File: src/rtl/tick_mon_pkg.sv
// Shared types for the tick period monitor: FSM states and tolerance window math.
package tick_mon_pkg;

  typedef enum logic {SEARCH = 1'b0, MEASURE = 1'b1} state_e;

  typedef struct packed {
    logic [31:0] lo;
    logic [31:0] hi;
  } tol_bounds_t;

  // Inclusive window of periods that count as good.
  function automatic tol_bounds_t tol_bounds(input int unsigned exp_period,
                                             input int unsigned tol);
    tol_bounds_t b;
    b.lo = exp_period - tol;
    b.hi = exp_period + tol;
    return b;
  endfunction

endpackage

File: src/rtl/sat_interval_counter.sv
// Cycle counter between ticks: loads 1 on a tick, saturates at all-ones,
// and sits at 0 while the monitor is disarmed.
module sat_interval_counter #(
  parameter int CNT_W = 16
) (
  input  logic             clk,
  input  logic             rst,
  input  logic             clear,
  input  logic             tick,
  input  logic             disarm,
  output logic [CNT_W-1:0] cnt
);

  always_ff @(posedge clk or posedge rst) begin
    if (rst) begin
      cnt <= '0;
    end else if (clear) begin
      cnt <= '0;
    end else if (tick) begin
      cnt <= CNT_W'(1);
    end else if (disarm) begin
      cnt <= '0;
    end else if (cnt != '1) begin
      cnt <= cnt + CNT_W'(1);
    end
  end

endmodule

File: src/rtl/tick_period_meter.sv
// Measures tick-to-tick spacing, flags early/late ticks, tracks lock and
// offers each measured period through a one-entry valid/ready holding register.
module tick_period_meter
  import tick_mon_pkg::*;
#(
  parameter int CNT_W      = 16,
  parameter int EXP_PERIOD = 1000,
  parameter int TOL        = 2,
  parameter int LOCK_N     = 4
) (
  input  logic             clk,
  input  logic             rst,
  input  logic             tick_i,
  input  logic             clear_i,
  output logic [CNT_W-1:0] period_o,
  output logic             period_valid_o,
  input  logic             period_ready_i,
  output logic             lock_o,
  output logic             err_early_o,
  output logic             err_late_o,
  output logic             overrun_o,
  output state_e           dbg_state
);

  localparam tol_bounds_t BOUNDS = tol_bounds(EXP_PERIOD, TOL);
  localparam logic [CNT_W-1:0] LO = BOUNDS.lo[CNT_W-1:0];
  localparam logic [CNT_W-1:0] HI = BOUNDS.hi[CNT_W-1:0];
  localparam int LOCK_W = $clog2(LOCK_N + 1);
  localparam logic [LOCK_W-1:0] LOCK_MAX = LOCK_W'(LOCK_N);

  state_e            state;
  logic [CNT_W-1:0]  cnt;
  logic [LOCK_W-1:0] lock_cnt;
  logic              disarm;
  logic              accept_new;

  assign disarm = (state == SEARCH);

  sat_interval_counter #(.CNT_W(CNT_W)) u_cnt (
    .clk    (clk),
    .rst    (rst),
    .clear  (clear_i),
    .tick   (tick_i),
    .disarm (disarm),
    .cnt    (cnt)
  );

  // Handshake: period_o is offered while period_valid_o is high and is taken
  // on any edge where period_valid_o && period_ready_i; a new measurement may
  // load on that same edge, otherwise it is dropped and overrun_o latches.
  assign accept_new = !period_valid_o || period_ready_i;

  assign lock_o    = (lock_cnt == LOCK_MAX);
  assign dbg_state = state;

  always_ff @(posedge clk or posedge rst) begin
    if (rst) begin
      state          <= SEARCH;
      lock_cnt       <= '0;
      period_o       <= '0;
      period_valid_o <= 1'b0;
      err_early_o    <= 1'b0;
      err_late_o     <= 1'b0;
      overrun_o      <= 1'b0;
    end else if (clear_i) begin
      state          <= SEARCH;
      lock_cnt       <= '0;
      period_o       <= '0;
      period_valid_o <= 1'b0;
      err_early_o    <= 1'b0;
      err_late_o     <= 1'b0;
      overrun_o      <= 1'b0;
    end else begin
      err_early_o <= 1'b0;
      err_late_o  <= 1'b0;
      if (period_valid_o && period_ready_i) begin
        period_valid_o <= 1'b0;
      end
      if (state == SEARCH) begin
        if (tick_i) begin
          state <= MEASURE;
        end
      end else if (tick_i) begin
        if (accept_new) begin
          period_o       <= cnt;
          period_valid_o <= 1'b1;
        end else begin
          overrun_o <= 1'b1;
        end
        if (cnt < LO) begin
          err_early_o <= 1'b1;
          lock_cnt    <= '0;
        end else if (cnt <= HI) begin
          if (lock_cnt != LOCK_MAX) begin
            lock_cnt <= lock_cnt + LOCK_W'(1);
          end
        end else begin
          // Late tick: the late pulse already cleared lock; keep it cleared.
          lock_cnt <= '0;
        end
      end else if (cnt == HI) begin
        err_late_o <= 1'b1;
        lock_cnt   <= '0;
      end
    end
  end

endmodule
File: config.mk
export PLATFORM = sky130hd
export DESIGN_NAME = tick_period_meter
export DESIGN_NICKNAME = d
export VERILOG_FILES = /design/src/rtl/tick_mon_pkg.sv /design/src/rtl/sat_interval_counter.sv /design/src/rtl/tick_period_meter.sv
export SDC_FILE = /design/constraint.sdc
export NUM_CORES = 1
export LEC_CHECK = 0
export ABC_AREA = 1
export BUFFER_PORTS_ARGS = -buffer_cell sky130_fd_sc_hd__buf_2
export CAP_MARGIN = 20
export CORE_MARGIN = 3
export CORE_UTILIZATION = 60
export CTS_BUF_LIST = sky130_fd_sc_hd__clkbuf_8
export DETAILED_ROUTE_END_ITERATION = 8
export PLACE_DENSITY = 0.83
export REMOVE_ABC_BUFFERS = 1
export SLEW_MARGIN = 10
export SYNTH_ARGS = -nofsm -noshare
export SYNTH_HDL_FRONTEND = slang
export SYNTH_SLANG_ARGS = --single-unit
File: constraint.sdc
create_clock -name clk -period 4.1 [get_ports clk]
set_input_delay 0.205 -clock clk [delete_from_list [all_inputs] [get_ports clk]]
set_output_delay 0.205 -clock clk [all_outputs]
set_load 0.01 [all_outputs]
==> results of run 1 <==
==> sequential cells by signal, indices dropped and copies added, names as in the netlist <==
name	cells
period_valid_o	1
overrun_o	1
u_cnt.cnt	16
lock_cnt	3
err_early_o	1
period_o	16
err_late_o	1
dbg_state	1
==> path summary, 6_finish.rpt <==
path                             endpoint  slack (ps)  depth (start not counted)
hold / removal                err_early_o          20                          3
max in group asynchronous    u_cnt.cnt[9]        3750                          3
setup / recovery             u_cnt.cnt[6]        2100                          9
hold reg to reg               period_o[3]         480                          2
min in group clk           period_valid_o         200                          4
setup reg to reg             u_cnt.cnt[6]        2100                          9
==> per-stage QoR <==
step	instances	area (um2)	worst slack (ps)
3_3_place_gp	322	2240	2370
3_5_place_dp	322	2240	2290
5_1_grt	331	2420	2000
4_1_cts	330	2400	2160
6_report	331	2420	2100
2_1_floorplan	251	2050	2180
==> routing by layer <==
| metal | global-route usage | vias up |
|---|---|---|
| li1 | - | 905 |
| met1 | 0.359 | 784 |
| met2 | 0.346 | 75 |
| met3 | 0.0520 | 7 |
| met4 | 0.0959 | 0 |
| met5 | 0 | - |
==> layout make-up <==
class,count,share of cell area
clock inverter,3,0.0373
inverter,35,0.0543
sequential,40,0.414
timing repair buffer,28,0.0631
multi-input combinational,176,0.380
tap,44,0.0228
clock buffer,5,0.0285
==> cells in the mapped netlist <==
master	count	area share
nand2_1	60	0.11
dfrtp_1	40	0.48
inv_1	32	0.057
nor2_1	23	0.041
o21ai_0	19	0.045
nand3_1	14	0.033
o31ai_1	9	0.032
nand2_2	6	0.018
a21oi_1	5	0.012
a31oi_1	5	0.015
nand4_1	5	0.015
nor3_1	5	0.012
buf_2	4	0.0096
o21ai_1	4	0.0096
xor2_1	4	0.017
ha_1	3	0.018
inv_2	3	0.0054
nand3_2	3	0.014
nor2_4	3	0.016
nor2_2	2	0.0060
a41oi_1	1	0.0042
buf_4	1	0.0036
buf_6	1	0.0054
clkbuf_1	1	0.0018
clkbuf_2	1	0.0024
nand4_2	1	0.0060
nor3_2	1	0.0048
nor4_1	1	0.0030
o211ai_1	1	0.0036
or2_1	1	0.0030
==> cell families (layout without fill, tap and decap cells) <==
family                   count (synthesis)  count (layout)
XOR/XNOR                                 4               4
AND/OR/NAND/NOR                        125             125
adder cells (fa/ha/maj)                  3               3
AO/OA/AOI/OAI                           44              44
flip-flops                              40              40
buffers and inverters                   43              71
==> worst max-delay path: stages (launching register included) <==
cell and delay (ps):
dfrtp_1 470, ha_1 250, nand3_1 160, inv_2 60, nand3_2 80, nor2_1 50, nand2_1 250, inv_1 140
nor3_1 280, a21oi_1 120
==> power by group <==
group / switching [mW] / internal [mW] / leakage, nW
combinational: 0.0301 / 0.0106 / 0.650
sequential: 0.00261 / 0.398 / 0.555
clock: 0.136 / 0.304 / 0.0784
total: 0.169 / 0.713 / 1.28
==> results.json, run 1 <==
{
  "worst_pin_slew_ps": 486,
  "viasPerCell": 5.35,
  "slew_viol_final": 0,
  "syn_area_um2": 2090,
  "numClockSinks": 40,
  "grt_usage": 0.242,
  "fin_tns_setup_ps": 0,
  "drc": 0,
  "row_count": 20,
  "regToRegStartpoint": "u_cnt.cnt[1]",
  "fp.dieW_um": 65.1,
  "synth_cells": 259,
  "hp-class": "primary input to asynchronous set/reset pin",
  "firstDrtPassIters": 4,
  "ant_nets": 0,
  "area_growth_pct": 15.4,
  "grt_pass1_wl_mm": 7.70,
  "ys_seq_elements": 40,
  "nFillCells": 232,
  "final_util": 0.761,
  "hpwl_mm": 3.12,
  "worst_ir_drop_vdd_uv": 252,
  "place.gp.congestion": 0.897,
  "seqCellArea_um2": 1000,
  "power_mw": 0.881,
  "clk_pin_slew_ps": 80,
  "cts_hold_buf": 0,
  "syn_avg_cell_area_um2": 8.09,
  "synth.distinct_cells": 30,
  "synthAdderAreaFrac": 0.0179,
  "mostFrequentLayoutCell": "nand2_1",
  "cap_violations": 0,
  "cts_tree": "done",
  "power_density_nw_per_um2": 365,
  "start_kind": "flip-flop",
  "cts.repair.resized": 0,
  "overflow": 0,
  "holdWs_ps": 17.1,
  "synth_compound_area_frac": 0.122,
  "fin_crit_ps": 2000,
  "place.port_buffers": 26,
  "die_area_um2": 4240,
  "core-area_um2": 3180,
  "finClkSkew_ps": 4.35,
  "m1WireLength_mm": 2.10,
  "synth_top_family_by_area": "simple AND/OR/NAND/NOR gates",
  "cp.arrival_ps": 2160,
  "synthMuxAreaShare": 0,
  "wl_met2_mm": 1.85,
  "hold_viol": 0,
  "seq_area_frac_synth": 0.478,
  "wire_per_inst_um": 13.3,
  "cp.required_ps": 4270,
  "max_freq_mhz": 501,
  "critPathLaunch": "u_cnt.cnt[1]",
  "die_h_um": 65.1,
  "setup_viol": 0,
  "drt_wl_total_mm": 4.42,
  "cts_root_buf": "clkbuf_8",
  "synth_simple_gate_area_frac": 0.280,
  "io_pins": 27,
  "cts-htree-levels": 2,
  "leakage_nw": 1.28,
  "start_util": 0.659,
  "nets": 294,
  "mostFrequentLayoutCells": "nand2_1, dfrtp_1, inv_1, buf_2, nor2_1",
  "wl_met3_um": 383,
  "grt_pass1_vias": 1664,
  "rsz0062_at_grt": "false",
  "top_layer": "met4",
  "worstSetupEndpointType": "flip-flop",
  "worstSetupPathType": "flip-flop to flip-flop",
  "synth_xor_area_frac": 0.0167,
  "cts_buffers": 5,
  "finalCritPeriodShare": 0.487,
  "drt_first_iter_violations": 147,
  "crit_fanout": 11,
  "relSlewSlack": 0.676,
  "grt_max_degree": 41,
  "clock_latency_ps": 290,
  "cts_buffer_depth": 2,
  "status": "completed",
  "yosys_warnings": 0,
  "multi_input_area_um2": 918,
  "antenna_found_initial": 0,
  "num_vias": 1771,
  "post-cts-setup-buffers": 0,
  "antennaDiodeCount": 0,
  "drive_above_1_share": 0.195
}
Power figures use the tool's default switching activity.
==> run 2, diff against run 1 <==
--- a/config.mk
+++ b/config.mk
@@ -9,10 +9,10 @@
 export BUFFER_PORTS_ARGS = -buffer_cell sky130_fd_sc_hd__buf_2
 export CAP_MARGIN = 20
 export CORE_MARGIN = 3
-export CORE_UTILIZATION = 60
+export CORE_UTILIZATION = 54
 export CTS_BUF_LIST = sky130_fd_sc_hd__clkbuf_8
 export DETAILED_ROUTE_END_ITERATION = 8
-export PLACE_DENSITY = 0.83
+export PLACE_DENSITY = 0.79
 export REMOVE_ABC_BUFFERS = 1
 export SLEW_MARGIN = 10
 export SYNTH_ARGS = -nofsm -noshare
==> constraint.sdc (replaced) <==
create_clock -name clk -period 1.8 [get_ports clk]
set_input_delay 0.09 -clock clk [delete_from_list [all_inputs] [get_ports clk]]
set_output_delay 0.09 -clock clk [all_outputs]
set_load 0.01 [all_outputs]
==> run 2 against run 1 <==
Largest power group is now registers. Non-clock buffer count up 4. Cell area fell by 2.1%. Highest routed layer unchanged. Critical path depth is 2 higher. Cell count rose by 2.1%. Sequential share of layout area rose by 0.90 points. Core utilization shrank 12 points. Wire length down 2.5%. Power is 75% higher. Clock skew increased by 4.8 ps. First-iteration DRC count shrank 13%. Combinational power increased by 130%. Die area rose by 10%.
==> results.json, run 2 (same netlist as run 1, synthesis figures left out) <==
{
  "status": "completed",
  "slowest_delay_ps": 380,
  "clock_latency_ps": 290,
  "pre_cts_ws_ps": 137,
  "ant_nets": 0,
  "row_count": 22,
  "die_h_um": 68.3,
  "nFillCells": 304,
  "critical-path-slowest-cell": "dfrtp_1",
  "grt_pass1_vias": 1540,
  "area_growth_pct": 13.0,
  "path_cells": "ha_1 > nand3_1 > inv_2 > nand3_2 > nor2_1 > nand2_1 > buf_4 > nand4_2 > nand2_1 > nand2_1 > nor2_1",
  "leakage_nw": 1.27,
  "grt_usage": 0.202,
  "rsz0062_at_grt": "false",
  "finalCritPeriodShare": 0.920,
  "hpwl_mm": 3.29,
  "io_pins": 27,
  "relSlewSlack": 0.670,
  "cp.arrival_ps": 1840,
  "place.gp.congestion": 0.963,
  "crit_fanout": 6,
  "power_mw": 1.54,
  "drt_first_iter_violations": 128,
  "cap_violations": 0,
  "worstSetupPathType": "flip-flop to flip-flop",
  "cts_buffer_depth": 2,
  "worst_slack_ps": 144,
  "cts_root_buf": "clkbuf_8",
  "worstSetupEndpointType": "flip-flop",
  "numClockSinks": 40,
  "cts_buffers": 5,
  "die_area_um2": 4660,
  "reg.largest.list": "period_o x16, u_cnt.cnt x16, lock_cnt x3",
  "hp-class": "primary input to flip-flop",
  "grt_pass1_wl_mm": 7.05,
  "start_util": 0.568,
  "crit_top_cell": "nand2_1",
  "setup_viol": 0,
  "overflow": 0,
  "cts-htree-levels": 2,
  "firstDrtPassIters": 4,
  "nets": 298,
  "slew_viol_final": 0,
  "hold_viol": 0,
  "drc": 0,
  "wire_per_inst_um": 12.7,
  "core-area_um2": 3690,
  "power_density_nw_per_um2": 652,
  "cts_tree": "done",
  "worst_pin_slew_ps": 495,
  "place_inst": 330,
  "antennaDiodeCount": 0,
  "start_kind": "flip-flop",
  "grt_max_degree": 41,
  "viasPerCell": 5.22,
  "drt_wl_total_mm": 4.30,
  "num_vias": 1763,
  "finClkSkew_ps": 9.12,
  "fin_cells": 338,
  "fin_crit_ps": 1660,
  "max_freq_mhz": 604,
  "antenna_found_initial": 0,
  "clk_pin_slew_ps": 80,
  "final_util": 0.641,
  "drive_above_1_share": 0.197,
  "worst_ir_drop_vdd_uv": 464,
  "place.port_buffers": 26,
  "mostFrequentLayoutCell": "nand2_1",
  "mostFrequentLayoutCells": "nand2_1, dfrtp_1, inv_1, buf_2, nor2_1",
  "fp.dieW_um": 68.3,
  "cp.required_ps": 1980
}
## run 2: changes by cell type in the layout (fill, tap and decap cells not counted)
cell	delta
bufinv_16	-3
clkinv_2	+1
buf_8	-1
dlygate4sd3_1	+1
inv_1	+1
buf_4	+4
## run 2: cell type report
cell class,instances,area [um2],share of cell area
Timing Repair Buffer,32,178,0.0751
Clock inverter,2,8.76,0.00370
Tap cell,48,60.1,0.0254
Multi-Input combinational cell,176,918,0.388
Inverter,35,131,0.0555
Sequential cell,40,1000,0.423
Clock buffer,5,68.8,0.0291
## run 2: path summary, 6_finish.rpt
check	start	end	slack, ps	cells after the start
hold reg to reg	period_o[15]	period_o[15]	480	2
setup / recovery	u_cnt.cnt[0]	u_cnt.cnt[11]	140	11
min in group asynchronous	rst	overrun_o	460	4
setup reg to reg	u_cnt.cnt[0]	u_cnt.cnt[11]	140	11
max in group asynchronous	rst	lock_cnt[2]	990	4
hold / removal	period_ready_i	period_valid_o	100	4
## run 2: report_power, final
| part | internal [mW] | leakage [nW] | switching [mW] |
|---|---|---|---|
| clock | 0.257 | 0.0452 | 0.281 |
| combinational | 0.0235 | 0.666 | 0.0691 |
| sequential | 0.906 | 0.555 | 0.00539 |
## run 2: repair_timing
item	4_1_cts	5_1_grt
buffers inserted	0	0
gates resized for setup	0	0
hold buffers	1	0
hold endpoints to repair	40	0
## run 2: worst max-delay path, delay by kind of cell (launching register included)
kind          cells  cell delay [ps]
fa+ha+maj         1              200
simple gates      8              660
buf+inv           2              300
flops             1              380
## run 2: layer usage
metal  part of all wire  track usage  wire (um)  vias up
met3              0.056       0.0443        239        6
met4              0.012       0.0521         53        0
li1                   -            -          -      905
met1               0.47        0.277       2040      804
met2               0.46        0.324       1970       48
met5                  0            0          0        -
## run 2: per-stage QoR
stage | hold WS [ps] | area [um2] | setup TNS [ps]
finish | 103 | 2370 | 0
floorplan | 156 | 2050 | -1720
global placement | 225 | 2280 | 0
global route | 132 | 2370 | 0
detailed placement | 238 | 2280 | 0
CTS | 95.0 | 2370 | 0
==> run 3, diff against run 2 <==
--- a/config.mk
+++ b/config.mk
@@ -8,6 +8,7 @@
 export ABC_AREA = 1
 export BUFFER_PORTS_ARGS = -buffer_cell sky130_fd_sc_hd__buf_2
 export CAP_MARGIN = 20
+export CORE_ASPECT_RATIO = 2
 export CORE_MARGIN = 3
 export CORE_UTILIZATION = 54
 export CTS_BUF_LIST = sky130_fd_sc_hd__clkbuf_8
==> run 3 against run 2 <==
Clock power grew 48%. Hold slack lost 37 ps. Sequential power is essentially flat. Wire length grew 10%. Cell area grew 4.0%. Clock skew shrank 5.9 ps. Maximum frequency grew 4.7%.
==> results.json, run 3 (same netlist as run 1, synthesis figures left out) <==
{
  "status": "completed",
  "cts_tree": "done",
  "path_cells": "ha_2 > nand3_2 > inv_2 > nand3_2 > nor2_1 > nand2_1 > buf_4 > nand4_2 > nand2_1 > nand2_1 > nor2_1",
  "numClockSinks": 40,
  "die_area_um2": 4710,
  "sw_frac_of_total": 0.214,
  "grt_max_degree": 41,
  "crit_top_cell": "nand2_1",
  "cts_buffers": 5,
  "ant_nets": 0,
  "slew_viol_final": 0,
  "p_int_mw": 1.42,
  "comb_power_share": 0.057,
  "max_freq_mhz": 632,
  "seq_power_share": 0.502,
  "hp-class": "primary input to flip-flop",
  "antennaDiodeCount": 0,
  "antenna_found_initial": 0,
  "power_density_nw_per_um2": 736,
  "cts-htree-levels": 2,
  "row_count": 31,
  "cts_buffer_depth": 2,
  "holdWs_ps": 65.9,
  "final_util": 0.668,
  "worstSetupEndpointType": "flip-flop",
  "grt_pass1_vias": 1857,
  "wire_per_inst_um": 13.8,
  "clk_pin_slew_ps": 80,
  "grt_pass1_wl_mm": 8.14,
  "slowest_delay_ps": 380,
  "cts_root_buf": "clkbuf_8",
  "worstSetupPathType": "flip-flop to flip-flop",
  "hold_viol": 0,
  "multi_input_area_um2": 926,
  "clock_latency_ps": 290,
  "rsz0062_at_grt": "false",
  "drive_above_1_share": 0.220,
  "setup_viol": 0,
  "fin_crit_ps": 1580,
  "finalCritPeriodShare": 0.879,
  "start_util": 0.568,
  "seqCellArea_um2": 1000,
  "finClkSkew_ps": 3.18,
  "overflow": 0,
  "area_growth_pct": 17.5,
  "mostFrequentLayoutCell": "nand2_1",
  "cp.required_ps": 1990,
  "fp.dieW_um": 50.0,
  "reg.largest.list": "period_o x16, u_cnt.cnt x16, lock_cnt x3",
  "fin_cells": 344,
  "cap_violations": 0,
  "relSlewSlack": 0.664,
  "core-area_um2": 3680,
  "hpwl_mm": 3.54,
  "place.port_buffers": 26,
  "place_inst": 334,
  "clkPwrFrac": 0.441,
  "worst_slack_ps": 219,
  "pre_cts_ws_ps": 117,
  "post-cts-setup-buffers": 0,
  "worst_pin_slew_ps": 504,
  "mostFrequentLayoutCells": "nand2_1, dfrtp_1, inv_1, buf_2, nor2_1",
  "viasPerCell": 5.39,
  "nFillCells": 321,
  "leakage_nw": 1.30,
  "critical-path-slowest-cell": "dfrtp_1",
  "grt_usage": 0.227,
  "drt_wl_total_mm": 4.75,
  "firstDrtPassIters": 4,
  "switchingPower_mw": 0.387,
  "io_pins": 27,
  "num_vias": 1854,
  "start_kind": "flip-flop",
  "nets": 302,
  "worst_ir_drop_vdd_uv": 730,
  "crit_fanout": 5,
  "place.gp.congestion": 0.927,
  "drt_first_iter_violations": 74,
  "drc": 0,
  "die_h_um": 94.1,
  "cp.arrival_ps": 1770,
  "fin_tns_setup_ps": 0
}
run 3: cell types whose count changed in the layout (fill, tap and decap cells not counted), sizes merged:
cell / previous run / this run
clkinv: 1 / 0
bufinv: 0 / 1
clkbuf: 5 / 7
buf: 31 / 35
inv: 36 / 35
run 3: critical path, delay by kind of cell (launching register included):
family / cells / cell delay, ps
buffers and inverters: 2 / 280
flip-flops: 1 / 380
AND/OR/NAND/NOR: 8 / 600
adder cells (fa/ha/maj): 1 / 220
run 3: worst paths after layout:
kind	slack, ps	start	endpoint	cells past startpoint
max	220	u_cnt.cnt[0]	u_cnt.cnt[11]	11
max in group asynchronous	1000	rst	u_cnt.cnt[4]	4
min	70	clear_i	overrun_o	2
max reg2reg	220	u_cnt.cnt[0]	u_cnt.cnt[11]	11
min reg2reg	480	period_o[12]	period_o[12]	2
min in group asynchronous	460	rst	period_o[7]	4
run 3: per-stage QoR:
step | instance area (um2) | power, mW
3_5_place_dp | 2300 | 1.02
5_1_grt | 2460 | 1.87
2_1_floorplan | 2050 | 0.982
4_1_cts | 2440 | 1.82
3_3_place_gp | 2300 | 1.02
6_report | 2460 | 1.81
run 3: timing repair:
item | in CTS | in global routing
hold endpoints to repair | 40 | 0
gates resized for setup | 0 | 2
hold buffers | 1 | 0
setup endpoints to repair | 0 | 2
run 3: power by group through the flow:
stage                     clock network (mW)  registers (mW)  logic (mW)
after floorplan                            0           0.932      0.0501
after global placement                     0           0.928      0.0954
after detailed placement                   0           0.928      0.0966
after CTS                              0.812           0.910      0.0986
after global routing                   0.839           0.911       0.116
final                                  0.798           0.910       0.103
run 3: layout make-up:
cell class	instances	area share
tap	49	0.0249
inverter	35	0.0534
timing repair buffer	36	0.0874
clock buffer	7	0.0391
clock inverter	1	0.0122
sequential	40	0.407
multi-input combinational	176	0.376
run 3: metal layers:
metal | track usage | share of wire
met1 | 0.243 | 0.38
met2 | 0.405 | 0.55
met3 | 0.0413 | 0.036
met4 | 0.129 | 0.039
met5 | 0 | 0
